## src/rtl/fp_div_arbiter_pkg.sv

```systemverilog
// rtl/fp_div_arbiter_pkg.sv - shared state type and constants for the FP32 divider arbiter
package div_arb_pkg;

  typedef enum logic [2:0] {
    IDLE,
    ISSUE,
    SETTLE,
    WAIT,
    RESP
  } state_t;

  localparam logic [31:0] QNAN            = 32'h7FC00000;
  localparam int          DEFAULT_TIMEOUT = 64;

endpackage

```

## src/rtl/fp_div_arbiter_rr_arbiter.sv

```systemverilog
// rtl/fp_div_arbiter_rr_arbiter.sv - combinational round-robin pick starting at ptr
module rr_arbiter #(
  parameter  int NREQ = 4,
  localparam int IW   = $clog2(NREQ)
) (
  input  logic [NREQ-1:0] req,
  input  logic [IW-1:0]   ptr,
  output logic [NREQ-1:0] grant,
  output logic [IW-1:0]   idx
);

  logic [IW:0]   slot_sum;
  logic [IW-1:0] slot;

  // Walk offsets from the far end so the smallest offset from ptr is written last and wins.
  always_comb begin
    grant    = '0;
    idx      = '0;
    slot_sum = '0;
    slot     = '0;
    for (int k = NREQ - 1; k >= 0; k--) begin
      slot_sum = {1'b0, ptr} + (IW+1)'(k);
      if (slot_sum >= (IW+1)'(NREQ)) begin
        slot_sum = slot_sum - (IW+1)'(NREQ);
      end
      slot = slot_sum[IW-1:0];
      if (req[slot]) begin
        grant       = '0;
        grant[slot] = 1'b1;
        idx         = slot;
      end
    end
  end

endmodule

```

## src/rtl/fp_div_arbiter.sv

```systemverilog
// rtl/fp_div_arbiter.sv - shares one iterative FP32 divider among NREQ requesters; DIV_ARB_TIMEOUT_EN adds a WAIT watchdog
module fp_div_arbiter
  import div_arb_pkg::*;
#(
  parameter int NREQ           = 4,
  parameter int WIDTH          = 32,
  parameter int TIMEOUT_CYCLES = DEFAULT_TIMEOUT
) (
  input  logic                  clk,
  input  logic                  rst,
  input  logic [NREQ-1:0]       req,
  input  logic [NREQ*WIDTH-1:0] req_a,
  input  logic [NREQ*WIDTH-1:0] req_b,
  output logic [NREQ-1:0]       gnt,
  output logic [NREQ-1:0]       resp_valid,
  output logic [WIDTH-1:0]      resp_data,
  output logic                  resp_err,
  output logic                  div_start,
  output logic [WIDTH-1:0]      div_a,
  output logic [WIDTH-1:0]      div_b,
  input  logic                  div_busy,
  input  logic                  div_valid,
  input  logic [WIDTH-1:0]      div_result
);

  localparam int IW = $clog2(NREQ);

  state_t           state, state_n;
  logic [IW-1:0]    ptr, ptr_n, win, win_n, pick_idx;
  logic [NREQ-1:0]  pick_gnt, gnt_n, rv_n;
  logic [WIDTH-1:0] rdata_n, a_n, b_n;
  logic             start_n, rerr_n;

  rr_arbiter #(.NREQ(NREQ)) u_rr (
    .req   (req),
    .ptr   (ptr),
    .grant (pick_gnt),
    .idx   (pick_idx)
  );

`ifdef DIV_ARB_TIMEOUT_EN
  localparam int CW = ($clog2(TIMEOUT_CYCLES + 1) > 8) ? $clog2(TIMEOUT_CYCLES + 1) : 8;
  logic [CW-1:0] wait_cnt, wait_cnt_n;
  logic          timed_out;
  assign timed_out = (wait_cnt == CW'(TIMEOUT_CYCLES - 1));
`else
  logic unused_cfg;
  assign unused_cfg = (TIMEOUT_CYCLES == 0) || (QNAN == '0);
`endif

  always_comb begin
    state_n = state;
    ptr_n   = ptr;
    win_n   = win;
    gnt_n   = '0;
    rv_n    = '0;
    start_n = 1'b0;
    rdata_n = resp_data;
    rerr_n  = resp_err;
    a_n     = div_a;
    b_n     = div_b;
`ifdef DIV_ARB_TIMEOUT_EN
    wait_cnt_n = wait_cnt;
`endif
    unique case (state)
      IDLE: begin
        if (|req) begin
          win_n   = pick_idx;
          gnt_n   = pick_gnt;
          start_n = 1'b1;
          a_n     = req_a[int'(pick_idx)*WIDTH +: WIDTH];
          b_n     = req_b[int'(pick_idx)*WIDTH +: WIDTH];
          ptr_n   = (pick_idx == IW'(NREQ - 1)) ? '0 : pick_idx + 1'b1;
          state_n = ISSUE;
        end
      end
      ISSUE:  state_n = SETTLE;
      // The divider still shows the previous result's valid here; it is deliberately ignored.
      SETTLE: begin
        state_n = WAIT;
`ifdef DIV_ARB_TIMEOUT_EN
        wait_cnt_n = '0;
`endif
      end
      WAIT: begin
        if (div_valid && !div_busy) begin
          rdata_n   = div_result;
          rerr_n    = 1'b0;
          rv_n[win] = 1'b1;
          state_n   = RESP;
        end
`ifdef DIV_ARB_TIMEOUT_EN
        else if (timed_out) begin
          rdata_n   = WIDTH'(QNAN);
          rerr_n    = 1'b1;
          rv_n[win] = 1'b1;
          state_n   = RESP;
        end else begin
          wait_cnt_n = wait_cnt + 1'b1;
        end
`endif
      end
      RESP:    state_n = IDLE;
      default: state_n = IDLE;
    endcase
  end

  always_ff @(posedge clk or posedge rst) begin
    if (rst) begin
      state      <= IDLE;
      ptr        <= '0;
      win        <= '0;
      gnt        <= '0;
      resp_valid <= '0;
      resp_data  <= '0;
      resp_err   <= 1'b0;
      div_start  <= 1'b0;
      div_a      <= '0;
      div_b      <= '0;
`ifdef DIV_ARB_TIMEOUT_EN
      wait_cnt   <= '0;
`endif
    end else begin
      state      <= state_n;
      ptr        <= ptr_n;
      win        <= win_n;
      gnt        <= gnt_n;
      resp_valid <= rv_n;
      resp_data  <= rdata_n;
      resp_err   <= rerr_n;
      div_start  <= start_n;
      div_a      <= a_n;
      div_b      <= b_n;
`ifdef DIV_ARB_TIMEOUT_EN
      wait_cnt   <= wait_cnt_n;
`endif
    end
  end

endmodule

```

## config.mk

```make
export PLATFORM = sky130hd
export DESIGN_NAME = fp_div_arbiter
export DESIGN_NICKNAME = d
export VERILOG_FILES = /design/src/rtl/fp_div_arbiter_pkg.sv /design/src/rtl/fp_div_arbiter_rr_arbiter.sv /design/src/rtl/fp_div_arbiter.sv
export SDC_FILE = /design/constraint.sdc
export NUM_CORES = 1
export LEC_CHECK = 0
export ABC_AREA = 1
export ABC_CLOCK_PERIOD_IN_PS = 10350
export CORE_AREA = 5 5 152 154
export DETAILED_ROUTE_END_ITERATION = 8
export DIE_AREA = 0 0 157 159
export HOLD_SLACK_MARGIN = 0.02
export PLACE_DENSITY = 0.75
export SYNTH_ARGS = -nofsm -noshare
export SYNTH_HDL_FRONTEND = slang
export SYNTH_SLANG_ARGS = --single-unit
```

## constraint.sdc

```tcl
create_clock -name clk -period 10.35 [get_ports clk]
set_clock_uncertainty 0.2 [all_clocks]
set_input_delay 2.07 -clock clk [delete_from_list [all_inputs] [get_ports clk]]
set_output_delay 2.07 -clock clk [all_outputs]
set_load 0.1 [all_outputs]
```

==> reports/metrics.yaml <==
finalCritPeriodShare_pct: 51.9
hpwl_mm: 21.4
first_pass_iters: 6
synth_top_area_share_pct: 35.7
report.final.hold_viol_count: 0
end_kind: "register"
synth_edf_count: 0
syn-instance-count: 1227
avgSynthCellArea_um2: 6.40
use_met2_pct: 39.5
setup_tns_ns: 0
gp_congestion: 0.882
synth_top_cell_by_area: "dfrtp_1"
layout-drive-gt1-share_pct: 2.99
core_um2: 21600
cts_post_setup_buffers_inserted: 0
die-width_um: 157
ys_seq_area_share_pct: 35.7
wl_mm: 30.0
num_io_pins: 402
async_flop_share_pct: 100
worst_pin_slew_ns: 1.12
synth-seq-cells: 112
grt_overflow: 0
drt_iter0_markers: 529
syn_to_final_growth_pct: 54.4
path_class: "primary input to register"
met3_usage_pct: 7.42
netlist_area_um2: 7850
status: "complete, no violations"
syn_nets: 1531
path_clk_slew_ns: 0.09
port_buffers: 400
antenna_found_initial: 2
cts_buffers: 9
arrival_ns: 5.41
clockBufferDepth: 2
cts_hold_buf: 0
clock-sinks: 112
final_nets: 1873
rsz0062_at_grt: "false"
synth.distinct_cells: 27
maxSlewViolCount: 0
clk_latency_ns: 0.36
die-area_um2: 25000
grt_max_degree: 93
grt_use_total_pct: 22.8
hp-class: "register to register"
drc: 0
start_kind: "primary input"
grt_pass1_wl_mm: 46.0
cts_root_buf: "clkbuf_16"
required_ns: 10.39
fmax_mhz: 186
start_util_pct: 36.4
vias: 8796
yosysWarnings: 0
busiest_layer: "met2"
row_count: 54
setup_violations: 0
cts_max_level: 3
yosysMostFrequentCell: "nand2_1"
crit_fanout: 92
wire_per_inst_um: 16.2
cts_tree: "built"
detail-route-antenna-nets: 0
ys_top_cells_by_count: "nand2_1 (497), inv_1 (208), nand3_1 (203)"
yosys_most_used_dff: "dfrtp_1"
cap_violations: 0
min_period_ns: 5.37
use_met1_pct: 27.7
slew_headroom_pct: 25.0
fp.dieH_um: 159
ys_top_cells_by_area: "dfrtp_1 (36%), nand2_1 (24%), nand3_1 (13%)"
cts_resized: 0
grt_pass1_vias: 8450
vias_per_cell: 4.74
[state kept, by name, indices dropped and copies added (netlist names)]
register and count:
ptr 2, gnt 4, div_a 32, resp_valid 4, div_b 32, win 2, state 3, div_start 1
resp_data 32
[area by class of cell]
| type | instances | area [µm²] |
|---|---|---|
| Fill cell | 2023 | 9430 |
| Timing Repair Buffer | 409 | 4070 |
| Multi-Input combinational cell | 825 | 3790 |
| Sequential cell | 112 | 2800 |
| Inverter | 212 | 798 |
| Tap cell | 280 | 350 |
| Clock buffer | 9 | 225 |
| Clock inverter | 7 | 80.1 |
| Antenna cell | 2 | 5.00 |
[worst max-delay path: stages]
cell             delay, ns
clkdlybuf4s50_1       0.44
inv_1                 0.09
nand2_1               0.08
nand3_1               0.14
nand2_2               0.07
inv_2                 0.14
nand2_1               0.07
nand2_1               0.10
nand2_4               0.34
nand2_4               0.49
buf_4                 0.81
nand2_1               0.10
nand3_1               0.16
nand2_1               0.07
nand2_1               0.05
nand2_1               0.06
[final timing paths]
path,start,to,slack [ns],depth (start not counted)
min,div_b[9],div_b[9],0.29,2
min reg2reg,div_b[9],div_b[9],0.29,2
max in group asynchronous,rst,div_a[7],6.65,3
min in group asynchronous,rst,div_b[29],1.94,2
max reg2reg,ptr[0],div_b[22],6.04,16
max,req[2],div_b[22],4.98,16
[cell usage in the layout, fill, tap and decap left out]
| cell type | n |
|---|---|
| a21oi_1 | 5 |
| and3_1 | 1 |
| buf_4 | 9 |
| clkbuf_16 | 9 |
| clkdlybuf4s50_1 | 400 |
| clkinv_8 | 2 |
| clkinvlp_4 | 1 |
| conb_1 | 1 |
| dfrtp_1 | 112 |
| diode_2 | 2 |
| ha_1 | 8 |
| inv_1 | 205 |
| inv_2 | 6 |
| inv_4 | 1 |
| inv_6 | 2 |
| inv_8 | 2 |
| nand2_1 | 497 |
| nand2_2 | 7 |
| nand2_4 | 3 |
| nand3_1 | 203 |
| nand3_2 | 3 |
| nand3b_1 | 63 |
| nor2_1 | 7 |
| nor2_4 | 1 |
| nor3_1 | 6 |
| nor4_1 | 1 |
| o211ai_1 | 4 |
| o21a_1 | 1 |
| o21ai_0 | 10 |
| o21ai_1 | 1 |
| o21ai_4 | 1 |
| o22ai_1 | 1 |
| or2_1 | 1 |
[cells by family (layout without fill, tap and decap cells)]
logic type	count (synthesis)	after routing	share of synthesized area (%)
buf+inv	290	637	16.4
other cells	1	3	0.0477
flops	112	112	35.7
simple gates	793	793	45.0
fa+ha+maj	8	8	1.27
compound gates	23	23	1.64
[layer usage]
metal / wire, µm / vias to the layer above
li1: - / 4405
met1: 11700 / 3974
met2: 14500 / 385
met3: 3290 / 32
met4: 488 / 0
met5: 0 / -
[stage by stage]
stage               cell area (µm²)  util [%]  worst slack [ns]  hold slack (ns)  std cells
floorplan                      7850         -              5.12            0.231       1227
global placement              11800      54.8              4.74            0.261       1838
detailed placement            11800      54.8              4.66            0.262       1838
CTS                           12100      56.2              5.03            0.274       1854
global route                  12100      56.3              4.71            0.298       1856
finish                        12100      56.3              4.98            0.285       1856
Power is left out: the tool's default activity adds up to more than one toggle a clock period on the data nets, which glitch-free logic cannot reach.
